**config.mk**
```make
export PLATFORM = sky130hd
export DESIGN_NAME = multicycle_ctrl
export DESIGN_NICKNAME = d
export VERILOG_FILES = /design/src/rtl/multicycle_ctrl_pkg.sv /design/src/rtl/multicycle_ctrl_imm_alu_op_dec.sv /design/src/rtl/multicycle_ctrl.sv
export SDC_FILE = /design/constraint.sdc
export NUM_CORES = 1
export LEC_CHECK = 0
export ABC_AREA = 1
export CAP_MARGIN = 20
export CORE_MARGIN = 3
export CORE_UTILIZATION = 40
export DETAILED_ROUTE_END_ITERATION = 8
export HOLD_SLACK_MARGIN = 0.06
export PLACE_DENSITY = 0.73
export SYNTH_ARGS = -nofsm -noshare
export SYNTH_HDL_FRONTEND = slang
export SYNTH_SLANG_ARGS = --single-unit
```
**constraint.sdc**
```tcl
create_clock -name clk -period 1.9 [get_ports clk]
set_clock_uncertainty 0.2 [all_clocks]
set_input_delay 0.57 -clock clk [delete_from_list [all_inputs] [get_ports clk]]
set_output_delay 0.57 -clock clk [all_outputs]
set_load 0.005 [all_outputs]
```
**src/rtl/multicycle_ctrl_pkg.sv**
```systemverilog
// Shared encodings for the multicycle control path: FSM states, opcodes,
// ALUop codes and datapath mux selects. ALUcontrol imports the same ALUop codes.
package multicycle_ctrl_pkg;

  typedef enum logic [3:0] {
    ST_IDLE,
    ST_FETCH,
    ST_DECODE,
    ST_EXEC_R,
    ST_R_WB,
    ST_EXEC_I,
    ST_I_WB,
    ST_MEM_ADDR,
    ST_MEM_RD,
    ST_MEM_WB,
    ST_MEM_WR,
    ST_BRANCH,
    ST_JUMP
  } state_e;

  localparam int OP_RTYPE = 0;
  localparam int OP_ADDI  = 1;
  localparam int OP_ANDI  = 2;
  localparam int OP_ORI   = 3;
  localparam int OP_SLTI  = 4;
  localparam int OP_LW    = 5;
  localparam int OP_SW    = 6;
  localparam int OP_BEQ   = 7;
  localparam int OP_J     = 8;

  localparam logic [2:0] ALU_FUNC = 3'b000;
  localparam logic [2:0] ALU_ADD  = 3'b001;
  localparam logic [2:0] ALU_SUB  = 3'b010;
  localparam logic [2:0] ALU_AND  = 3'b011;
  localparam logic [2:0] ALU_OR   = 3'b100;
  localparam logic [2:0] ALU_SLT  = 3'b101;

  localparam logic [1:0] PC_ALU    = 2'b00;
  localparam logic [1:0] PC_ALUOUT = 2'b01;
  localparam logic [1:0] PC_JUMP   = 2'b10;

  localparam logic [1:0] SRCB_REGB    = 2'b00;
  localparam logic [1:0] SRCB_FOUR    = 2'b01;
  localparam logic [1:0] SRCB_IMM     = 2'b10;
  localparam logic [1:0] SRCB_IMM_SH2 = 2'b11;

  // States that hold a memory request open and may stall on mem_ready.
  function automatic logic is_mem_wait(input state_e s);
    return (s == ST_FETCH) || (s == ST_MEM_RD) || (s == ST_MEM_WR);
  endfunction

endpackage

```
**src/rtl/multicycle_ctrl_imm_alu_op_dec.sv**
```systemverilog
// Immediate-class opcode to ALUop mapping; purely combinational so a
// single-cycle datapath can reuse it unchanged.
module multicycle_ctrl_imm_alu_op_dec
  import multicycle_ctrl_pkg::*;
#(
  parameter int OPW = 4
) (
  input  logic [OPW-1:0] opcode,
  output logic [2:0]     alu_op
);

  always_comb begin
    alu_op = ALU_ADD;
    if (opcode == OPW'(OP_ANDI)) begin
      alu_op = ALU_AND;
    end else if (opcode == OPW'(OP_ORI)) begin
      alu_op = ALU_OR;
    end else if (opcode == OPW'(OP_SLTI)) begin
      alu_op = ALU_SLT;
    end
  end

endmodule

```
**src/rtl/multicycle_ctrl.sv**
```systemverilog
// Main control FSM for the multicycle datapath. Outputs decode from the state
// register; fetch/write enables are additionally gated by mem_ready and zero.
module multicycle_ctrl
  import multicycle_ctrl_pkg::*;
#(
  parameter int OPW        = 4,
  parameter int WAIT_LIMIT = 15,
  parameter int CNTW       = 4
) (
  input  logic           clk,
  input  logic           rst_n,
  input  logic [OPW-1:0] opcode,
  input  logic           zero,
  input  logic           mem_ready,
  output logic           mem_req,
  output logic           mem_we,
  output logic           iord,
  output logic           ir_we,
  output logic           pc_we,
  output logic [1:0]     pc_src,
  output logic           alu_src_a,
  output logic [1:0]     alu_src_b,
  output logic [2:0]     alu_op,
  output logic           reg_we,
  output logic           reg_dst,
  output logic           mem_to_reg,
  output logic           illegal_op,
  output logic           mem_err
);

  state_e          state_q, state_d;
  logic [CNTW-1:0] wait_cnt_q, wait_cnt_d;
  logic [2:0]      imm_alu_op;
  logic            mem_wait;
  logic            timeout;
  logic            opcode_legal;

  multicycle_ctrl_imm_alu_op_dec #(.OPW(OPW)) u_imm_dec (
    .opcode (opcode),
    .alu_op (imm_alu_op)
  );

  assign mem_wait     = is_mem_wait(state_q);
  // mem_ready takes priority over an expiring wait counter.
  assign timeout      = mem_wait && !mem_ready && (wait_cnt_q == CNTW'(WAIT_LIMIT));
  assign opcode_legal = (opcode <= OPW'(OP_J));

  always_comb begin
    state_d    = state_q;
    wait_cnt_d = '0;
    if (mem_wait && !mem_ready && !timeout) begin
      wait_cnt_d = wait_cnt_q + CNTW'(1);
    end
    case (state_q)
      ST_IDLE:   state_d = ST_FETCH;
      ST_FETCH:  if (mem_ready) state_d = ST_DECODE;
      ST_DECODE: begin
        if (opcode == OPW'(OP_RTYPE)) begin
          state_d = ST_EXEC_R;
        end else if (opcode >= OPW'(OP_ADDI) && opcode <= OPW'(OP_SLTI)) begin
          state_d = ST_EXEC_I;
        end else if (opcode == OPW'(OP_LW) || opcode == OPW'(OP_SW)) begin
          state_d = ST_MEM_ADDR;
        end else if (opcode == OPW'(OP_BEQ)) begin
          state_d = ST_BRANCH;
        end else if (opcode == OPW'(OP_J)) begin
          state_d = ST_JUMP;
        end else begin
          state_d = ST_FETCH;
        end
      end
      ST_EXEC_R:   state_d = ST_R_WB;
      ST_R_WB:     state_d = ST_FETCH;
      ST_EXEC_I:   state_d = ST_I_WB;
      ST_I_WB:     state_d = ST_FETCH;
      ST_MEM_ADDR: state_d = (opcode == OPW'(OP_LW)) ? ST_MEM_RD : ST_MEM_WR;
      ST_MEM_RD: begin
        if (mem_ready)    state_d = ST_MEM_WB;
        else if (timeout) state_d = ST_FETCH;
      end
      ST_MEM_WB:   state_d = ST_FETCH;
      ST_MEM_WR:   if (mem_ready || timeout) state_d = ST_FETCH;
      ST_BRANCH:   state_d = ST_FETCH;
      ST_JUMP:     state_d = ST_FETCH;
      default:     state_d = ST_IDLE;
    endcase
  end

  always_ff @(posedge clk or negedge rst_n) begin
    if (!rst_n) begin
      state_q    <= ST_IDLE;
      wait_cnt_q <= '0;
    end else begin
      state_q    <= state_d;
      wait_cnt_q <= wait_cnt_d;
    end
  end

  always_comb begin
    mem_req    = 1'b0;
    mem_we     = 1'b0;
    iord       = 1'b0;
    ir_we      = 1'b0;
    pc_we      = 1'b0;
    pc_src     = PC_ALU;
    alu_src_a  = 1'b0;
    alu_src_b  = SRCB_REGB;
    alu_op     = ALU_FUNC;
    reg_we     = 1'b0;
    reg_dst    = 1'b0;
    mem_to_reg = 1'b0;
    illegal_op = 1'b0;
    case (state_q)
      ST_FETCH: begin
        mem_req   = 1'b1;
        alu_src_b = SRCB_FOUR;
        alu_op    = ALU_ADD;
        ir_we     = mem_ready;
        pc_we     = mem_ready;
      end
      ST_DECODE: begin
        alu_src_b  = SRCB_IMM_SH2;
        alu_op     = ALU_ADD;
        illegal_op = !opcode_legal;
      end
      ST_EXEC_R: alu_src_a = 1'b1;
      ST_R_WB: begin
        reg_we  = 1'b1;
        reg_dst = 1'b1;
      end
      ST_EXEC_I: begin
        alu_src_a = 1'b1;
        alu_src_b = SRCB_IMM;
        alu_op    = imm_alu_op;
      end
      ST_I_WB: reg_we = 1'b1;
      ST_MEM_ADDR: begin
        alu_src_a = 1'b1;
        alu_src_b = SRCB_IMM;
        alu_op    = ALU_ADD;
      end
      ST_MEM_RD: begin
        mem_req = 1'b1;
        iord    = 1'b1;
      end
      ST_MEM_WB: begin
        reg_we     = 1'b1;
        mem_to_reg = 1'b1;
      end
      ST_MEM_WR: begin
        mem_req = 1'b1;
        mem_we  = 1'b1;
        iord    = 1'b1;
      end
      ST_BRANCH: begin
        alu_src_a = 1'b1;
        alu_op    = ALU_SUB;
        pc_src    = PC_ALUOUT;
        pc_we     = zero;
      end
      ST_JUMP: begin
        pc_src = PC_JUMP;
        pc_we  = 1'b1;
      end
      default: ;
    endcase
    mem_err = timeout;
  end

endmodule
```
==> results of run 1 <==
-- cells in the mapped netlist (all sizes together) --
cell type / n
dfrtp: 8
o221ai: 1
o21ai: 2
a21oi: 3
nand4: 1
nand3: 11
nor2: 26
xor2: 1
inv: 19
o211ai: 1
ha: 1
nor3b: 1
nand2: 35
and3: 1
o22ai: 3
-- stage by stage --
| stage | instances | util [%] | TNS, ps | area (sq um) |
|---|---|---|---|---|
| detailed placement | 194 | 80.4 | -9440 | 1270 |
| global placement | 194 | 80.4 | -8670 | 1270 |
| floorplan | 114 | - | 0 | 704 |
-- kinds of logic after synthesis --
logic type | share of synthesized area [%]
fa+ha+maj | 1.78
xor+xnor | 1.24
compound gates | 8.53
flops | 28.4
simple gates | 49.9
buf+inv | 10.1
==> results by group, run 1 <==
Logic synthesis
  – Cells after Synth: 114
  – Synthesized Nets: 123
  – Distinct cells, synth: 20
  – Cell taking the most area after synthesis: dfrtp_1
  – Synth top area share: 28.4%
  – Mapped Avg Cell Area: 6.18 sq um
  – Yosys warning total: 0
  – Post-Syn Area: 704 sq um
  – #FFs+latches synth: 8
  – Seq/Total Area, Yosys: 28.4%
  – Synth area leaders: dfrtp_1 (28%), nand2_1 (17%), nor2_1 (12%)

Clocking
  – Cts bufs inserted: 3
  – H-tree levels: 1
  – Maximum clock path buffer count: 2
  – PostCTS Resize Cnt: 136
  – Number of post-CTS setup repair buffers: 22
  – CTS root buf: clkbuf_4
  – Sink Count: 8
  – CTS Hold Bufs: 0

Die
  – IO Count: 26
  – Initial Util: 44.7%
  – Die Span Y: 48.0 microns
  – Die W: 48.0 microns
  – Row count: 14

Placed design
  – Final GP Congestion: 0.840
  – Dpl ws: -875 ps
  – Dpl hpwl: 1990 microns
  – Port Buf Inserts: 25

Run status
  – Status: stopped before the end
  – Halt Stage: 4_1_cts
  – Error msg: [ERROR DPL-0033] detailed placement checks failed during check placement.
==> run 2, diff against run 1 <==
--- a/config.mk
+++ b/config.mk
@@ -7,11 +7,10 @@
 export LEC_CHECK = 0
 export ABC_AREA = 1
 export CAP_MARGIN = 20
-export CORE_MARGIN = 3
-export CORE_UTILIZATION = 40
+export CORE_AREA = 3 3 64 66
 export DETAILED_ROUTE_END_ITERATION = 8
-export HOLD_SLACK_MARGIN = 0.06
-export PLACE_DENSITY = 0.73
+export DIE_AREA = 0 0 67 69
+export PLACE_DENSITY_LB_ADDON = 0.15
 export SYNTH_ARGS = -nofsm -noshare
 export SYNTH_HDL_FRONTEND = slang
 export SYNTH_SLANG_ARGS = --single-unit
==> results by group, run 2 <==
Run status
  – Status: finished, violations left
  – Failing checks: setup timing

Layout
  – Cell Count, Final, Fillers Out: 253
  – Largest registers: state_q x4, wait_cnt_q x4
  – Most frequent cells in the layout: buf_4 (35), buf_6 (29), nand2_1 (20)
  – Area grow syn2layout: 154%
  – Most common cell after layout, fill and taps aside: buf_4
  – Antenna Diode Count: 0
  – Fraction of layout cells with a size suffix above 1: 67.3%
  – Fillcell total: 354
  – NumNets Final: 216

Logic synthesis
  – Predominant post-synthesis flop cell: dfrtp_1
  – #FFs+latches synth: 8 (unchanged)
  – Synth top area share: 28.4% (unchanged)
  – Post-Syn Area: 704 sq um (unchanged)
  – Seq/Total Area, Yosys: 28.4% (unchanged)
  – Synth area leaders: dfrtp_1 (28%), nand2_1 (17%), nor2_1 (12%)
  – Yosys warning total: 0 (unchanged)
  – Cells after Synth: 114 (unchanged)
  – Asr flop ratio synth: 100% (unchanged)
  – Synth cell count leaders: nand2_1 (31), nor2_1 (23), inv_1 (16)
  – Synthesized Nets: 123 (unchanged)
  – Post-synth EDFFs: 0 (unchanged)
  – Mapped Avg Cell Area: 6.18 sq um (unchanged)
  – Cell taking the most area after synthesis: dfrtp_1
  – Distinct cells, synth: 20 (unchanged)
  – Count leader, synth: nand2_1

Worst setup path
  – Critical Path Slowest Stage Cell: clkdlybuf4s15_1
  – Arrival @ worst endpoint: 1410 ps
  – Worst path max stage delay: 270 ps
  – CP Capture Type: output pin
  – Critical path's top delay family: buffers and inverters
  – Worst setup path startpoint: opcode[0]
  – Cells on worst reg2reg path: 13
  – Flop-to-flop setup slack: 100 ps
  – Worst path buffer plus inverter count: 3
  – Worst path cell trace: clkdlybuf4s15_1 > and3_4 > buf_4 > o21ai_1 > buf_2
  – Critical-path maximum fanout: 5
  – WS Path Type: in -> out
  – Worst setup SP type: input port
  – Critical Path Stages: 5
  – Worst R2R End: state_q[0]
  – Worst Setup EP: alu_op[0]
  – Required time of the critical path: 1130 ps
  – RR Startpoint: state_q[2]

STA
  – Final Hold Fails: 0
  – Pins Over Slew Limit: 0
  – Final setup margin: -281 ps
  – Final period utilization: 115%
  – RSZ-0062 raised after global routing: yes
  – Fin Setup TNS: -3130 ps
  – Final setup viols: 17
  – Measured slew at the worst slew-check pin: 378 ps
  – Fmax: 459 MHz
  – Rel. slew slack: 74.7%
  – Fin crit period: 2180 ps

Job
  – Max Cap Violations: 0

Pwr
  – Power Dens Cells: 1350 nW/um^2
  – Power share of the sequential group: 11.1%
  – Logic pwr share: 80.6%
  – Clock Power Share: 8.3%
  – VDD IR max: 0.440 mV
  – P_sw: 0.961 mW
  – Tot Pwr: 2.41 mW
  – Cell leakage power: 0.906 nW
  – Internal: 1.45 mW
  – Switch share: 39.8%

Clocking
  – Cts bufs inserted: 3 (unchanged)
  – Sink Count: 8 (unchanged)
  – Worst-path clk slew: 40 ps
  – Clock latency on the worst-skew pair: 230 ps
  – H-tree levels: 1 (unchanged)
  – TritonCTS clock tree: yes
  – Maximum clock path buffer count: 2 (unchanged)
  – CTS root buf: clkbuf_8

Placed design
  – Dpl ws: -889 ps (-13.9 ps)
  – Final GP Congestion: 0.816 (-2.9%)
  – Dpl hpwl: 1950 microns (-2.0%)
  – Placed insts: 224 (+15%)
  – Port Buf Inserts: 25 (unchanged)

Global routing
  – Global-route wire length before repair: 4750 microns
  – Pin count of the biggest net entering global routing: 9
  – Vias in the first global route: 1077
  – Overflow after GRT: 0
  – Gr usage total: 13.2%
  – Antenna violations before repair: 0

Die
  – IO Count: 26 (unchanged)
  – Initial Util: 19.4% (-25 points)
  – Row count: 22 (+8)
  – Die W: 67 microns (+40%)
  – Die Span Y: 69 microns (+44%)
  – Die area: 4620 sq um
  – CORE AREA: 3630 sq um

Detailed routing
  – WL final: 2780 microns
  – WL per Instance: 11.0 microns
  – Initial DRC Count: 48
  – DRT Pass-1 Iters: 4
  – DR vias/cell: 4.18
  – Antenna Nets Post-Route: 0
  – Via count: 1057
  – DR DRC count: 0

Min path
  – HP Class: reg -> reg
==> run 2: layer usage <==
| layer | track usage (%) | part of all wire (%) | up-vias |
|---|---|---|---|
| li1 | - | - | 547 |
| met1 | 15.0 | 41 | 491 |
| met2 | 24.2 | 55 | 17 |
| met3 | 1.79 | 3.5 | 2 |
| met4 | 4.73 | 0.47 | 0 |
| met5 | 0 | 0 | - |
==> run 2: logic make-up after synthesis <==
| family | share of synthesized area, % |
|---|---|
| AND/OR/NAND/NOR | 49.9 |
| XOR/XNOR | 1.24 |
| buffers and inverters | 10.1 |
| AO/OA/AOI/OAI | 8.53 |
| adder cells (fa/ha/maj) | 1.78 |
| flip-flops | 28.4 |
==> run 2: through the flow <==
step	hold WS, ps	util, %	cell area (sq um)
3_5_place_dp	326	35.6	1290
6_report	329	49.2	1790
3_3_place_gp	316	35.6	1290
4_1_cts	333	46.0	1670
5_1_grt	353	49.2	1790
2_1_floorplan	74.4	-	704
==> run 2: worst min path at each step <==
stage / slack [ps] / to / cells after the start / from
after floorplan: 70 / state_q[0] / 0 / rst_n
after global placement: 320 / wait_cnt_q[0] / 2 / wait_cnt_q[0]
after detailed placement: 330 / wait_cnt_q[0] / 2 / wait_cnt_q[0]
after CTS: 330 / wait_cnt_q[0] / 2 / wait_cnt_q[0]
after global routing: 350 / wait_cnt_q[0] / 2 / wait_cnt_q[0]
final: 330 / wait_cnt_q[0] / 2 / wait_cnt_q[0]
==> run 2: final cells by class <==
type	instances	area [sq um]	area share [%]
clock buffers	3	41.3	2.31
inverters	19	86.3	4.83
multi-input cells	87	622	34.8
flip-flops and latches	8	201	11.3
well taps	48	60.1	3.36
repair buffers	88	777	43.5
==> run 2: timing repair <==
item | 4_1_cts | 5_1_grt
hold endpoints to repair | 0 | 0
gates cloned | 0 | 0
gates resized for setup | 147 | 34
buffers inserted | 26 | 6
setup endpoints to repair | 18 | 19
pin swaps | 15 | 15
hold buffers | 0 | 0
==> run 2: worst reg2reg max path, delay by kind of cell (launching register included) <==
family	cells	cell delay, ps
flip-flops	1	390
buffers and inverters	7	710
AO/OA/AOI/OAI	1	70
AND/OR/NAND/NOR	5	380
==> run 2: power groups by stage <==
stage | sequential [mW] | combinational [mW] | clock [mW]
floorplan | 0.274 | 0.482 | 0
global placement | 0.261 | 1.21 | 0
detailed placement | 0.263 | 1.22 | 0
CTS | 0.267 | 1.77 | 0.212
global route | 0.275 | 2.10 | 0.226
finish | 0.268 | 1.94 | 0.201
Power figures use the tool's default switching activity.
